==> config.mk <==
export PLATFORM = sky130hd
export DESIGN_NAME = restador_serial
export DESIGN_NICKNAME = d
export VERILOG_FILES = /design/src/rtl/restador_serial.sv
export SDC_FILE = /design/constraint.sdc
export NUM_CORES = 1
export LEC_CHECK = 0
export BUFFER_PORTS_ARGS = -buffer_cell sky130_fd_sc_hd__buf_2
export CAP_MARGIN = 40
export CORE_MARGIN = 2
export CORE_UTILIZATION = 30
export CTS_BUF_LIST = sky130_fd_sc_hd__clkbuf_2 sky130_fd_sc_hd__clkbuf_4 sky130_fd_sc_hd__clkbuf_8
export DETAILED_ROUTE_END_ITERATION = 12
export SYNTH_ARGS = -nofsm -noshare
export SYNTH_HDL_FRONTEND = slang
export SYNTH_SLANG_ARGS = --single-unit
==> constraint.sdc <==
create_clock -name clk -period 2.48 [get_ports clk]
set_clock_uncertainty 0.2 [all_clocks]
set_input_delay 0.496 -clock clk [delete_from_list [all_inputs] [get_ports clk]]
set_output_delay 0.496 -clock clk [all_outputs]
set_load 0.03 [all_outputs]
==> src/rtl/restador_serial.sv <==
// restador_serial: bit-serial N-bit subtractor computing a - b as a + ~b + 1,
// one bit per clock, LSB first, with valid/ready handshakes on both sides.
// Ports:
//   clk, rst_n            clock, asynchronous active-low reset
//   in_valid, in_ready    operand handshake (in_ready high only in IDLE)
//   a, b                  minuend and subtrahend (b is inverted internally)
//   out_valid, out_ready  result handshake (out_valid high only in DONE)
//   diff                  a - b modulo 2^N
//   borrow                1 when a < b unsigned (~carry_out)
//   overflow              signed overflow of the subtraction
//   zero                  1 when diff == 0
module restador_serial #(
  parameter int unsigned N = 4
) (
  input  logic         clk,
  input  logic         rst_n,
  input  logic         in_valid,
  output logic         in_ready,
  input  logic [N-1:0] a,
  input  logic [N-1:0] b,
  output logic         out_valid,
  input  logic         out_ready,
  output logic [N-1:0] diff,
  output logic         borrow,
  output logic         overflow,
  output logic         zero
);

  localparam int unsigned CW = (N > 2) ? $clog2(N) : 1;

  typedef enum logic [1:0] {IDLE, RUN, DONE} state_t;

  state_t          state_q, state_d;
  logic [N-1:0]    sa_q, sa_d;
  logic [N-1:0]    sb_q, sb_d;
  logic [N-1:0]    diff_q, diff_d;
  logic [CW-1:0]   cnt_q, cnt_d;
  logic            carry_q, carry_d;
  logic            a_msb_q, a_msb_d;
  logic            b_msb_q, b_msb_d;
  logic            borrow_q, borrow_d;
  logic            overflow_q, overflow_d;
  logic            zero_q, zero_d;
  logic            out_valid_q, out_valid_d;
  logic            sum_bit;

  // State and datapath registers
  always_ff @(posedge clk or negedge rst_n) begin
    if (!rst_n) begin
      state_q     <= IDLE;
      sa_q        <= '0;
      sb_q        <= '0;
      diff_q      <= '0;
      cnt_q       <= '0;
      carry_q     <= 1'b0;
      a_msb_q     <= 1'b0;
      b_msb_q     <= 1'b0;
      borrow_q    <= 1'b0;
      overflow_q  <= 1'b0;
      zero_q      <= 1'b0;
      out_valid_q <= 1'b0;
    end else begin
      state_q     <= state_d;
      sa_q        <= sa_d;
      sb_q        <= sb_d;
      diff_q      <= diff_d;
      cnt_q       <= cnt_d;
      carry_q     <= carry_d;
      a_msb_q     <= a_msb_d;
      b_msb_q     <= b_msb_d;
      borrow_q    <= borrow_d;
      overflow_q  <= overflow_d;
      zero_q      <= zero_d;
      out_valid_q <= out_valid_d;
    end
  end

  // Next-state and serial full-adder datapath
  always_comb begin
    state_d     = state_q;
    sa_d        = sa_q;
    sb_d        = sb_q;
    diff_d      = diff_q;
    cnt_d       = cnt_q;
    carry_d     = carry_q;
    a_msb_d     = a_msb_q;
    b_msb_d     = b_msb_q;
    borrow_d    = borrow_q;
    overflow_d  = overflow_q;
    zero_d      = zero_q;
    out_valid_d = out_valid_q;
    sum_bit     = sa_q[0] ^ sb_q[0] ^ carry_q;

    case (state_q)
      IDLE: begin
        if (in_valid) begin
          sa_d    = a;
          sb_d    = ~b;
          carry_d = 1'b1;  // the +1 of the two's complement negation
          cnt_d   = '0;
          diff_d  = '0;
          a_msb_d = a[N-1];
          b_msb_d = b[N-1];
          state_d = RUN;
        end
      end
      RUN: begin
        carry_d = (sa_q[0] & sb_q[0]) | (sa_q[0] & carry_q) | (sb_q[0] & carry_q);
        sa_d    = {1'b0, sa_q[N-1:1]};
        sb_d    = {1'b0, sb_q[N-1:1]};
        diff_d  = {sum_bit, diff_q[N-1:1]};
        cnt_d   = cnt_q + CW'(1);
        if (cnt_q == CW'(N - 1)) begin
          // Last bit: flags are taken from the completed difference
          state_d     = DONE;
          borrow_d    = ~carry_d;
          overflow_d  = (a_msb_q ^ b_msb_q) & (diff_d[N-1] ^ a_msb_q);
          zero_d      = (diff_d == '0);
          out_valid_d = 1'b1;
        end
      end
      DONE: begin
        if (out_ready) begin
          out_valid_d = 1'b0;
          state_d     = IDLE;
        end
      end
      default: state_d = IDLE;
    endcase
  end

  assign in_ready  = (state_q == IDLE);
  assign out_valid = out_valid_q;
  assign diff      = diff_q;
  assign borrow    = borrow_q;
  assign overflow  = overflow_q;
  assign zero      = zero_q;

endmodule

==> summary.txt, run 1 <==
Synth
  • Fraction of the yosys area taken by sequential cells: 54.9%
  • Post-synth top flop: sky130_fd_sc_hd__dfrtp_1
  • Synth Register Bits: 23
  • Synthesized netlist cell count: 94
  • Most frequent cells after synthesis: sky130_fd_sc_hd__dfrtp_1, sky130_fd_sc_hd__a22oi_1, sky130_fd_sc_hd__o21ai_0
  • Count leader, synth: sky130_fd_sc_hd__dfrtp_1
  • Top cell type by total area after synthesis: sky130_fd_sc_hd__dfrtp_1
  • Net count after synthesis: between 100 and 150
  • Top cells by area in the synthesized netlist: sky130_fd_sc_hd__dfrtp_1, sky130_fd_sc_hd__a22oi_1, sky130_fd_sc_hd__o21ai_0
  • Number of synthesis warnings: 0
  • Post-synth top area share: 54.9%
  • Average cell area after synthesis: 11.2 sq um
  • Number of enable flip-flop cells after synthesis: 0
  • Number of unique standard cell types used by synthesis: 29
  • Post-synth ARST share: 100%
  • Synth Cell Area: 0.00105 sq mm

Final layout
  • Antenna Diode Count: 0
  • Area Growth Syn to Fin: 16.2%
  • Proportion of layout cells with a drive suffix above 1: between 20% and 30%
  • Fill cell total of the finished layout: 342
  • NumNets Final: 130
  • Final non-filler cell total: ~160

Timing
  • Period utilisation layout: 81.4%
  • Shortest clock period the worst path allows after layout: 2020 ps
  • Final max-slew violation count: 0
  • Hold violation total from the final report: 0
  • Slew @ Worst Pin: 561 ps
  • Unrepaired setup endpoints after global routing: false
  • Worst slew margin relative to its limit: 62.6%
  • Timing-limited maximum frequency: 495 MHz
  • Post-route worst hold slack: 150 ps
  • Setup violation total in the final timing report: 0
  • Sum of negative setup slack: 0 ps

Routing
  • Vias per cell: 4.86
  • Detailed-route via count: 783
  • First-pass iteration count of the detailed router: 4
  • Routed length per instance: 13.4 um
  • Iteration-0 DRC Markers: 27
  • Post-detailed-route count of antenna-violating nets: 0
  • Total Wirelength: 2170 um
  • Remaining DRCs: 0

Clock tree
  • CTS tree: done
  • H-tree depth reported by CTS: 1
  • Root buffer cell: sky130_fd_sc_hd__clkbuf_4
  • Clk sink count: 23
  • Maximum number of buffers from clock root to sink: 2
  • Reg clk slew, reported paths: 130 ps
  • Number of buffers added by the clock tree synthesis step: 3
  • Skew-Pair Late Insertion Delay: around 310 ps

Die
  • Initial core utilization: 31.4%
  • Die X: 63.1 um
  • Core Rows: 21
  • Ports placed on the boundary: 21
  • Die Y-Extent: 63.1 um
  • Die footprint: 0.00398 sq mm
  • Placeable core region: 0.00334 sq mm

Placement
  • Port Buffer Count: 20
  • Placed Cells incl. Taps: 156
  • DP Wirelength: around 1600 um
  • Routability Congestion: around 0.74

Power and ir drop
  • Internal power: 907 uW
  • Leakage power: 0.574 nW
  • Net switching fraction of the power: about 43%
  • Maximum vdd drop: 0.328 mV
  • NetSw: 684 uW
  • Clock group share of total power: 10.9%
  • Cell area power density: 1310 mW/mm^2
  • Share of power burned in registers: 45.2%
  • Power share of the combinational group: 43.9%

Worst setup path
  • Setup Crit Path Kind: flip-flop to output port
  • Crit path max fanout: 18
  • Critical path required time: 1780 ps
  • Startpoint type of the worst setup path: flip-flop
  • Critical path data arrival time: 1320 ps
  • Setup crit end kind: output port

Global route
  • Aggregate global routing overflow: 0
  • Pin count of the biggest net entering global routing: 24
  • Number of antenna violations at the first check in global routing: 0
  • First-pass GRT wire length: ~3700 um
  • Overall track demand over capacity in global routing: a little under an eighth
  • Vias in the first global route: 779

Outcome
  • Status: finished clean

Run
  • Max Cap Viol: 0

Worst hold path
  • HP Class: input port to flip-flop
power by group through the flow:
stage | logic (mW) | clock network [mW] | registers (mW)
detailed placement | 0.708 | 0 | 0.730
global route | 0.782 | 0.201 | 0.752
floorplan | 0.497 | 0 | 0.753
CTS | 0.710 | 0.184 | 0.721
global placement | 0.691 | 0 | 0.719
finish | 0.699 | 0.173 | 0.720
layout make-up:
cell class	instances	area, sq um	share of cell area [%]
Clock buffer	3	22.5	1.85
Clock inverter	1	5.00	0.411
Inverter	3	11.3	0.924
Multi-Input combinational cell	63	429	35.2
Sequential cell	23	576	47.2
Tap cell	46	57.6	4.72
Timing Repair Buffer	22	118	9.65
repair_timing:
item | CTS | global route
hold endpoints to repair | 23 | 0
buffers inserted | 0 | 0
endpoints found under the setup margin | 0 | 0
hold buffers | 1 | 0
gates resized for setup | 0 | 0
cell usage in the layout (no fill, tap or decap), types with 2 or more instances in the layout:
cell / instances
sky130_fd_sc_hd__nor2_1: 6
sky130_fd_sc_hd__mux2_2: 3
sky130_fd_sc_hd__a2bb2oi_1: 3
sky130_fd_sc_hd__o21ai_1: 2
sky130_fd_sc_hd__a22o_1: 3
sky130_fd_sc_hd__nand2_1: 8
sky130_fd_sc_hd__dfrtp_1: 23
sky130_fd_sc_hd__a22o_2: 2
sky130_fd_sc_hd__clkbuf_4: 3
sky130_fd_sc_hd__inv_1: 2
sky130_fd_sc_hd__a22oi_1: 10
sky130_fd_sc_hd__buf_2: 20
sky130_fd_sc_hd__o21ai_0: 10
sky130_fd_sc_hd__a21oi_1: 4
worst paths after layout:
| kind | to | start | slack (ps) | cells past startpoint |
|---|---|---|---|---|
| setup / recovery | in_ready | state_q[0] | 460 | 2 |
| setup reg to reg | zero | sa_q[0] | 720 | 3 |
| min in group asynchronous | state_q[1] | rst_n | 470 | 2 |
| hold / removal | state_q[1] | out_ready | 150 | 2 |
| max in group asynchronous | b_msb_q | rst_n | 1260 | 2 |
| hold reg to reg | borrow | borrow | 290 | 2 |
per-stage QoR:
step | total power [mW] | setup WS (ps) | instance area, sq um | util (%)
floorplan | 1.25 | 690 | 1050 | -
global placement | 1.41 | 760 | 1180 | 35.4
detailed placement | 1.44 | 731 | 1180 | 35.4
CTS | 1.62 | 438 | 1220 | 36.5
global route | 1.74 | 346 | 1220 | 36.5
finish | 1.59 | 461 | 1220 | 36.5
state kept, by name, summed over array words and instances (netlist names):
register and cells:
cnt_q 2, zero 1, diff 4, out_valid 1, overflow 1, state_q 2
a_msb_q 1, carry_q 1, sb_q 4, borrow 1, b_msb_q 1, sa_q 4
routing by layer:
metal / share of wire (%) / up-vias / track usage, %
li1: - / 388 / -
met2: 45 / 15 / 17.8
met1: 50 / 376 / 16.8
met5: 0 / - / 0
met3: 3.3 / 4 / 1.43
met4: 1.8 / 0 / 5.83
logic make-up after synthesis:
family / after synthesis / share of synthesized area (%)
buffers and inverters: 8 / 4.18
muxes: 3 / 3.22
DFF: 23 / 54.9
adders and majority gates: 2 / 3.10
AOI/OAI and AO/OA: 36 / 23.5
and+or+nand+nor: 22 / 11.1
critical path: stages (launching register included):
cell and delay (ps):
sky130_fd_sc_hd__dfrtp_1 720, sky130_fd_sc_hd__nor2_1 90, sky130_fd_sc_hd__buf_2 200
Power figures use the tool's default switching activity.
==> run 2: changes to the inputs <==
==> constraint.sdc (replaced) <==
create_clock -name clk -period 1.8 [get_ports clk]
set_clock_uncertainty 0.2 [all_clocks]
set_input_delay 0.36 -clock clk [delete_from_list [all_inputs] [get_ports clk]]
set_output_delay 0.36 -clock clk [all_outputs]
set_load 0.03 [all_outputs]
==> run 2 against run 1 <==
Wire length increased by 3.1%. Critical path depth rose by 1. Die area stayed put. First-iteration DRC count is 26% lower. Register-to-register slack got worse by 670 ps. Cell area up 3.1%. Power grew 42%. Clock power increased by 49%.
==> summary.txt, run 2 (synthesis results as in run 1) <==
Clock tree
  • Number of buffers added by the clock tree synthesis step: 3 (unchanged)
  • Maximum number of buffers from clock root to sink: 2 (unchanged)
  • Reg clk slew, reported paths: 130 ps (about the same)
  • Clk sink count: 23 (unchanged)
  • CTS tree: done (unchanged)
  • H-tree depth reported by CTS: 1 (unchanged)
  • Skew-Pair Late Insertion Delay: 310 ps (about the same)
  • Root buffer cell: sky130_fd_sc_hd__clkbuf_4 (unchanged)

Die
  • Ports placed on the boundary: 21 (unchanged)
  • Core Rows: 21 (unchanged)
  • Die X: 63.1 um (unchanged)
  • Placeable core region: 0.00334 sq mm (unchanged)
  • Die Y-Extent: 63.1 um (unchanged)
  • Initial core utilization: 31.4% (unchanged)
  • Die footprint: 0.00398 sq mm (unchanged)

Routing
  • Iteration-0 DRC Markers: 20 (was 27)
  • First-pass iteration count of the detailed router: 4 (unchanged)
  • Vias per cell: 4.93 (was 4.86)
  • Post-detailed-route count of antenna-violating nets: 0 (unchanged)
  • Total Wirelength: 2230 um (was 2170 um)
  • Routed length per instance: 13.6 um (was 13.4 um)
  • Detailed-route via count: 809 (was 783)
  • Remaining DRCs: 0 (unchanged)

Worst setup path
  • Crit-path max cell delay: 530 ps (was 720 ps)
  • CP startpoint: carry_q (was state_q[0])
  • Cell chain of the critical path: fa_1 -> or4_1 -> o21ai_1 (was nor2_1 -> buf_2)
  • Startpoint type of the worst setup path: flip-flop (unchanged)
  • Critical path required time: 1840 ps (was 1780 ps)
  • Crit path max fanout: 4 (was 18)
  • Cell class contributing the biggest share of worst-path delay: adder cells (was flip-flops)
  • Buffer and inverter count on the worst path: 0 (was 1)
  • Setup crit end kind: flip-flop (was output port)
  • Setup Crit Path Kind: flip-flop to flip-flop (was flip-flop to output port)
  • Critical path data arrival time: 1790 ps (was 1320 ps)
  • Origin of the critical flop-to-flop path: carry_q (was sa_q[0])
  • Slowest cell on the critical path: sky130_fd_sc_hd__fa_1 (was sky130_fd_sc_hd__dfrtp_1)

Final layout
  • Final cell area excluding filler cells: 0.00126 sq mm (was 0.00122 sq mm)
  • NumNets Final: 133 (was 130)
  • Most common library cell in the layout ignoring fill and taps: sky130_fd_sc_hd__dfrtp_1 (unchanged)
  • Area Growth Syn to Fin: 19.8% (was 16.2%)
  • Proportion of layout cells with a drive suffix above 1: 32.2% (was 29.6%)
  • Final non-filler cell total: 164 (was 161)
  • Utilization after layout: 37.6% (was 36.5%)
  • Antenna Diode Count: 0 (unchanged)
  • Most frequent cells in the layout: sky130_fd_sc_hd__dfrtp_1, sky130_fd_sc_hd__buf_2, sky130_fd_sc_hd__o21ai_0, sky130_fd_sc_hd__a22oi_1, sky130_fd_sc_hd__nand2_1 (unchanged)

Global route
  • Aggregate global routing overflow: 0 (unchanged)
  • Pin count of the biggest net entering global routing: 24 (unchanged)
  • Number of antenna violations at the first check in global routing: 0 (unchanged)
  • Overall track demand over capacity in global routing: 12.2% (was 11.9%)
  • First-pass GRT wire length: 3820 um (was 3750 um)
  • Vias in the first global route: 798 (was 779)

Power and ir drop
  • Tot Pwr: 2.26 mW (was 1.59 mW)
  • NetSw: 955 uW (was 684 uW)
  • Power share of the combinational group: 46.8% (was 43.9%)
  • Internal power: 1.31 mW (was 907 uW)
  • Maximum vdd drop: 0.629 mV (was 0.328 mV)
  • Clock group share of total power: 11.4% (was 10.9%)
  • Cell area power density: 1800 mW/mm^2 (was 1310 mW/mm^2)
  • Net switching fraction of the power: 42.2% (was 43.0%)
  • Share of power burned in registers: 41.8% (was 45.2%)
  • Leakage power: 0.590 nW (was 0.574 nW)

Timing
  • Unrepaired setup endpoints after global routing: true (was false)
  • Shortest clock period the worst path allows after layout: 1750 ps
  • Slew @ Worst Pin: 518 ps (was 561 ps)
  • Period utilisation layout: 97.3%
  • Worst slew margin relative to its limit: 65.5% (was 62.6%)
  • Final max-slew violation count: 0 (unchanged)
  • Post-route worst hold slack: 100 ps (was 150 ps)
  • Setup violation total in the final timing report: 0 (unchanged)
  • Timing-limited maximum frequency: 571 MHz
  • Hold violation total from the final report: 0 (unchanged)

Placement
  • Cell Area, Placed: 0.00119 sq mm (was 0.00118 sq mm)
  • Port Buffer Count: 20 (unchanged)
  • DP Wirelength: 1620 um (was 1570 um)
  • Routability Congestion: 0.744 (was 0.737)
  • Placed Cells incl. Taps: 157 (was 156)

Run
  • Max Cap Viol: 0 (unchanged)

Worst hold path
  • HP Class: input port to flip-flop (unchanged)
  • Startpoint of the lowest-slack hold path: b[3] (was out_ready)

Outcome
  • Status: finished clean (unchanged)
-- run 2: cell count changes in the layout (fill, tap and decap cells not counted), sizes merged --
cell         change
buf              +2
dlygate4sd3      +1
clkbuf           +1
clkinv           -1
-- run 2: worst reg2reg max path: stages, from the launching register on --
cell,delay (ps)
sky130_fd_sc_hd__dfrtp_1,420
sky130_fd_sc_hd__fa_1,530
sky130_fd_sc_hd__or4_1,410
sky130_fd_sc_hd__o21ai_1,120
-- run 2: timing repair --
item	4_1_cts	5_1_grt
pin swaps	0	1
resized for setup	1	3
setup buffers	1	0
hold buffers	1	1
endpoints found under the setup margin	1	12
hold endpoints to repair	23	1
-- run 2: final timing paths --
check / end / slack, ps / cells after the start
worst min-delay path: b_msb_q / 100 / 2
min in group asynchronous: cnt_q[0] / 340 / 2
max in group asynchronous: state_q[1] / 690 / 2
worst max-delay path: zero / 50 / 3
worst min register to register: borrow / 300 / 2
worst max register to register: zero / 50 / 3
-- run 2: final cells by class --
| class | count | area (sq um) |
|---|---|---|
| inverters | 3 | 11.3 |
| well taps | 46 | 57.6 |
| repair buffers | 25 | 149 |
| fillers | 361 | 2080 |
| multi-input cells | 63 | 432 |
| flip-flops and latches | 23 | 577 |
| clock buffers | 4 | 30.0 |
-- run 2: per-layer routing --
layer | vias to the layer above | GRT usage, % | wire length, um
met5 | - | 0 | 0
met4 | 0 | 5.83 | 27
met3 | 2 | 1.25 | 73
met2 | 16 | 19.1 | 1060
met1 | 403 | 16.7 | 1070
li1 | 388 | - | -
-- run 2: power by group through the flow --
stage / Clock (mW) / Combinational, mW / Sequential [mW]
finish: 0.258 / 1.06 / 0.945
detailed placement: 0 / 1.03 / 0.955
global route: 0.295 / 1.20 / 0.983
global placement: 0 / 1.01 / 0.946
floorplan: 0 / 0.684 / 1.04
CTS: 0.264 / 1.06 / 0.938
-- run 2: through the flow --
stage	setup slack [ps]	setup TNS (ps)
6_report	48.2	0
5_1_grt	-47.4	-47.4
4_1_cts	10.4	0
3_5_place_dp	44.5	0
3_3_place_gp	83.1	0
2_1_floorplan	117	0
==> run 3: changes to the inputs <==
--- a/config.mk
+++ b/config.mk
@@ -5,9 +5,9 @@
 export SDC_FILE = /design/constraint.sdc
 export NUM_CORES = 1
 export LEC_CHECK = 0
-export BUFFER_PORTS_ARGS = -buffer_cell sky130_fd_sc_hd__buf_2
+export BUFFER_PORTS_ARGS = -buffer_cell sky130_fd_sc_hd__buf_4
 export CAP_MARGIN = 40
-export CORE_MARGIN = 2
+export CORE_MARGIN = 5
 export CORE_UTILIZATION = 30
 export CTS_BUF_LIST = sky130_fd_sc_hd__clkbuf_2 sky130_fd_sc_hd__clkbuf_4 sky130_fd_sc_hd__clkbuf_8
 export DETAILED_ROUTE_END_ITERATION = 12
==> run 3 against run 2 <==
Setup slack improved by 9.9 ps. Highest routed layer is now met3. Sequential power barely moved. Sequential share of layout area fell by 0.94 points. Final cell count fell by 1.2%.
==> summary.txt, run 3 (synthesis results as in run 1) <==
Placement
  • Port Buffer Count: 20 (unchanged)
  • Routability Congestion: 0.757 (was 0.744)
  • Placed Cells incl. Taps: 157 (unchanged)
  • DP Wirelength: 1590 um (was 1620 um)

Routing
  • Post-detailed-route count of antenna-violating nets: 0 (unchanged)
  • Remaining DRCs: 0 (unchanged)
  • First-pass iteration count of the detailed router: 4 (unchanged)
  • Routed length per instance: 13.7 um (was 13.6 um)
  • Detailed-route via count: 798 (was 809)
  • Vias per cell: 4.93 (about the same)
  • Total Wirelength: 2210 um (was 2230 um)
  • Iteration-0 DRC Markers: 33 (was 20)

Global route
  • Pin count of the biggest net entering global routing: 24 (unchanged)
  • Overall track demand over capacity in global routing: 9.38% (was 12.2%)
  • First-pass GRT wire length: 3750 um (was 3820 um)
  • Vias in the first global route: 796 (was 798)
  • Number of antenna violations at the first check in global routing: 0 (unchanged)
  • Aggregate global routing overflow: 0 (unchanged)

Worst setup path
  • Setup Crit Path Kind: flip-flop to flip-flop (unchanged)
  • Cell chain of the critical path: fa_1 -> or4_1 -> o21ai_1 (unchanged)
  • Crit-path max cell delay: 530 ps (about the same)
  • Startpoint type of the worst setup path: flip-flop (unchanged)
  • Setup crit end kind: flip-flop (unchanged)
  • Critical path required time: 1840 ps (about the same)
  • Crit path max fanout: 4 (unchanged)
  • Critical path data arrival time: 1780 ps (was 1790 ps)
  • Slowest cell on the critical path: sky130_fd_sc_hd__fa_1 (unchanged)
  • Worst-case reg-to-reg path depth: 3 (unchanged)

Clock tree
  • Number of buffers added by the clock tree synthesis step: 3 (unchanged)
  • Reg clk slew, reported paths: 120 ps (was 130 ps)
  • H-tree depth reported by CTS: 1 (unchanged)
  • CTS tree: done (unchanged)
  • Skew-Pair Late Insertion Delay: 310 ps (about the same)
  • Number of buffers inserted to repair setup after CTS: 0 (was 1)
  • Maximum number of buffers from clock root to sink: 2 (unchanged)
  • Clk sink count: 23 (unchanged)
  • Root buffer cell: sky130_fd_sc_hd__clkbuf_4 (unchanged)

Timing
  • Slew @ Worst Pin: 448 ps (was 518 ps)
  • Setup violation total in the final timing report: 0 (unchanged)
  • Post-route worst hold slack: 8.13 ps (was 100 ps)
  • Worst slew margin relative to its limit: 70.0% (was 65.5%)
  • Period utilisation layout: 96.8% (was 97.3%)
  • Shortest clock period the worst path allows after layout: 1740 ps (was 1750 ps)
  • Final max-slew violation count: 0 (unchanged)
  • Hold violation total from the final report: 0 (unchanged)
  • Unrepaired setup endpoints after global routing: true (unchanged)
  • Sum of negative setup slack: 0 ps (unchanged)
  • Timing-limited maximum frequency: 574 MHz (was 571 MHz)

Worst hold path
  • HP Class: input port to flip-flop (unchanged)
  • Hold-critical path depth: 2 (unchanged)

Die
  • Placeable core region: 0.00336 sq mm (was 0.00334 sq mm)
  • Die X: 69.1 um (was 63.1 um)
  • Ports placed on the boundary: 21 (unchanged)
  • Initial core utilization: 31.2% (was 31.4%)
  • Die footprint: 0.00478 sq mm (was 0.00398 sq mm)
  • Die Y-Extent: 69.1 um (was 63.1 um)
  • Core Rows: 21 (unchanged)

Final layout
  • Area Growth Syn to Fin: 22.3% (was 19.8%)
  • Proportion of layout cells with a drive suffix above 1: 31.9% (was 32.2%)
  • Antenna Diode Count: 0 (unchanged)
  • NumNets Final: 131 (was 133)
  • Most frequent cells in the layout: sky130_fd_sc_hd__dfrtp_1, sky130_fd_sc_hd__buf_4, sky130_fd_sc_hd__o21ai_0, sky130_fd_sc_hd__a22oi_1, sky130_fd_sc_hd__nand2_1 (was sky130_fd_sc_hd__dfrtp_1, sky130_fd_sc_hd__buf_2, sky130_fd_sc_hd__o21ai_0, sky130_fd_sc_hd__a22oi_1, sky130_fd_sc_hd__nand2_1)
  • Utilization after layout: 38.1% (was 37.6%)
  • Fill cell total of the finished layout: 369 (was 361)
  • Final non-filler cell total: 162 (was 164)

Power and ir drop
  • Cell area power density: 1780 mW/mm^2 (was 1800 mW/mm^2)
  • Tot Pwr: 2.29 mW (was 2.26 mW)
  • Leakage power: 0.593 nW (was 0.590 nW)
  • Maximum vdd drop: 0.600 mV (was 0.629 mV)

Outcome
  • Status: finished clean (unchanged)

Run
  • Max Cap Viol: 0 (unchanged)
run 3: cell types whose count changed in the layout (fill, tap and decap cells not counted), sizes merged:
cell | previous run | this run
buf | 23 | 22
dlygate4sd3 | 2 | 1
run 3: per-stage QoR:
| stage | setup WS, ps | instance area, sq um |
|---|---|---|
| 2_1_floorplan | 117 | 1050 |
| 3_3_place_gp | 76.9 | 1240 |
| 3_5_place_dp | 56.9 | 1240 |
| 4_1_cts | 32.2 | 1280 |
| 5_1_grt | -40.2 | 1280 |
| 6_report | 58.1 | 1280 |
run 3: metal layers:
metal	part of all wire (%)	GRT usage, %	vias to the layer above
li1	-	-	386
met1	48	12.9	390
met2	48	15.0	22
met3	4.3	1.60	0
met4	0	2.82	0
met5	0	0	-
run 3: cell type report:
class	instances	area, sq um	share of cell area [%]
inverter	3	11.3	0.878
tap	46	57.6	4.49
sequential	23	577	45.0
clock buffer	4	30.0	2.34
timing repair buffer	23	175	13.7
multi-input combinational	63	432	33.7
run 3: final timing paths:
kind / to / slack, ps / from
min in group asynchronous: sa_q[3] / 260 / rst_n
min: state_q[1] / 8 / out_ready
max: zero / 60 / carry_q
max in group asynchronous: state_q[1] / 890 / rst_n
min reg2reg: borrow / 300 / borrow
max reg2reg: zero / 60 / carry_q
run 3: repair_timing:
| action | in CTS | in global routing |
|---|---|---|
| gates resized for setup | 0 | 2 |
| hold endpoints to repair | 23 | 0 |
| hold buffers | 1 | 0 |
| setup endpoints to repair | 0 | 10 |
run 3: worst max-delay path, delay by kind of cell (launching register included):
family                     cells  cell delay (ps)
adders and majority gates      1              530
DFF                            1              420
and+or+nand+nor                1              410
AOI/OAI and AO/OA              1              120
run 3: where the power goes:
part | total, mW | switching [mW] | internal (mW)
sequential | 0.945 | 0.198 | 0.747
clock | 0.251 | 0.150 | 0.102
combinational | 1.09 | 0.604 | 0.489
total | 2.29 | 0.951 | 1.34
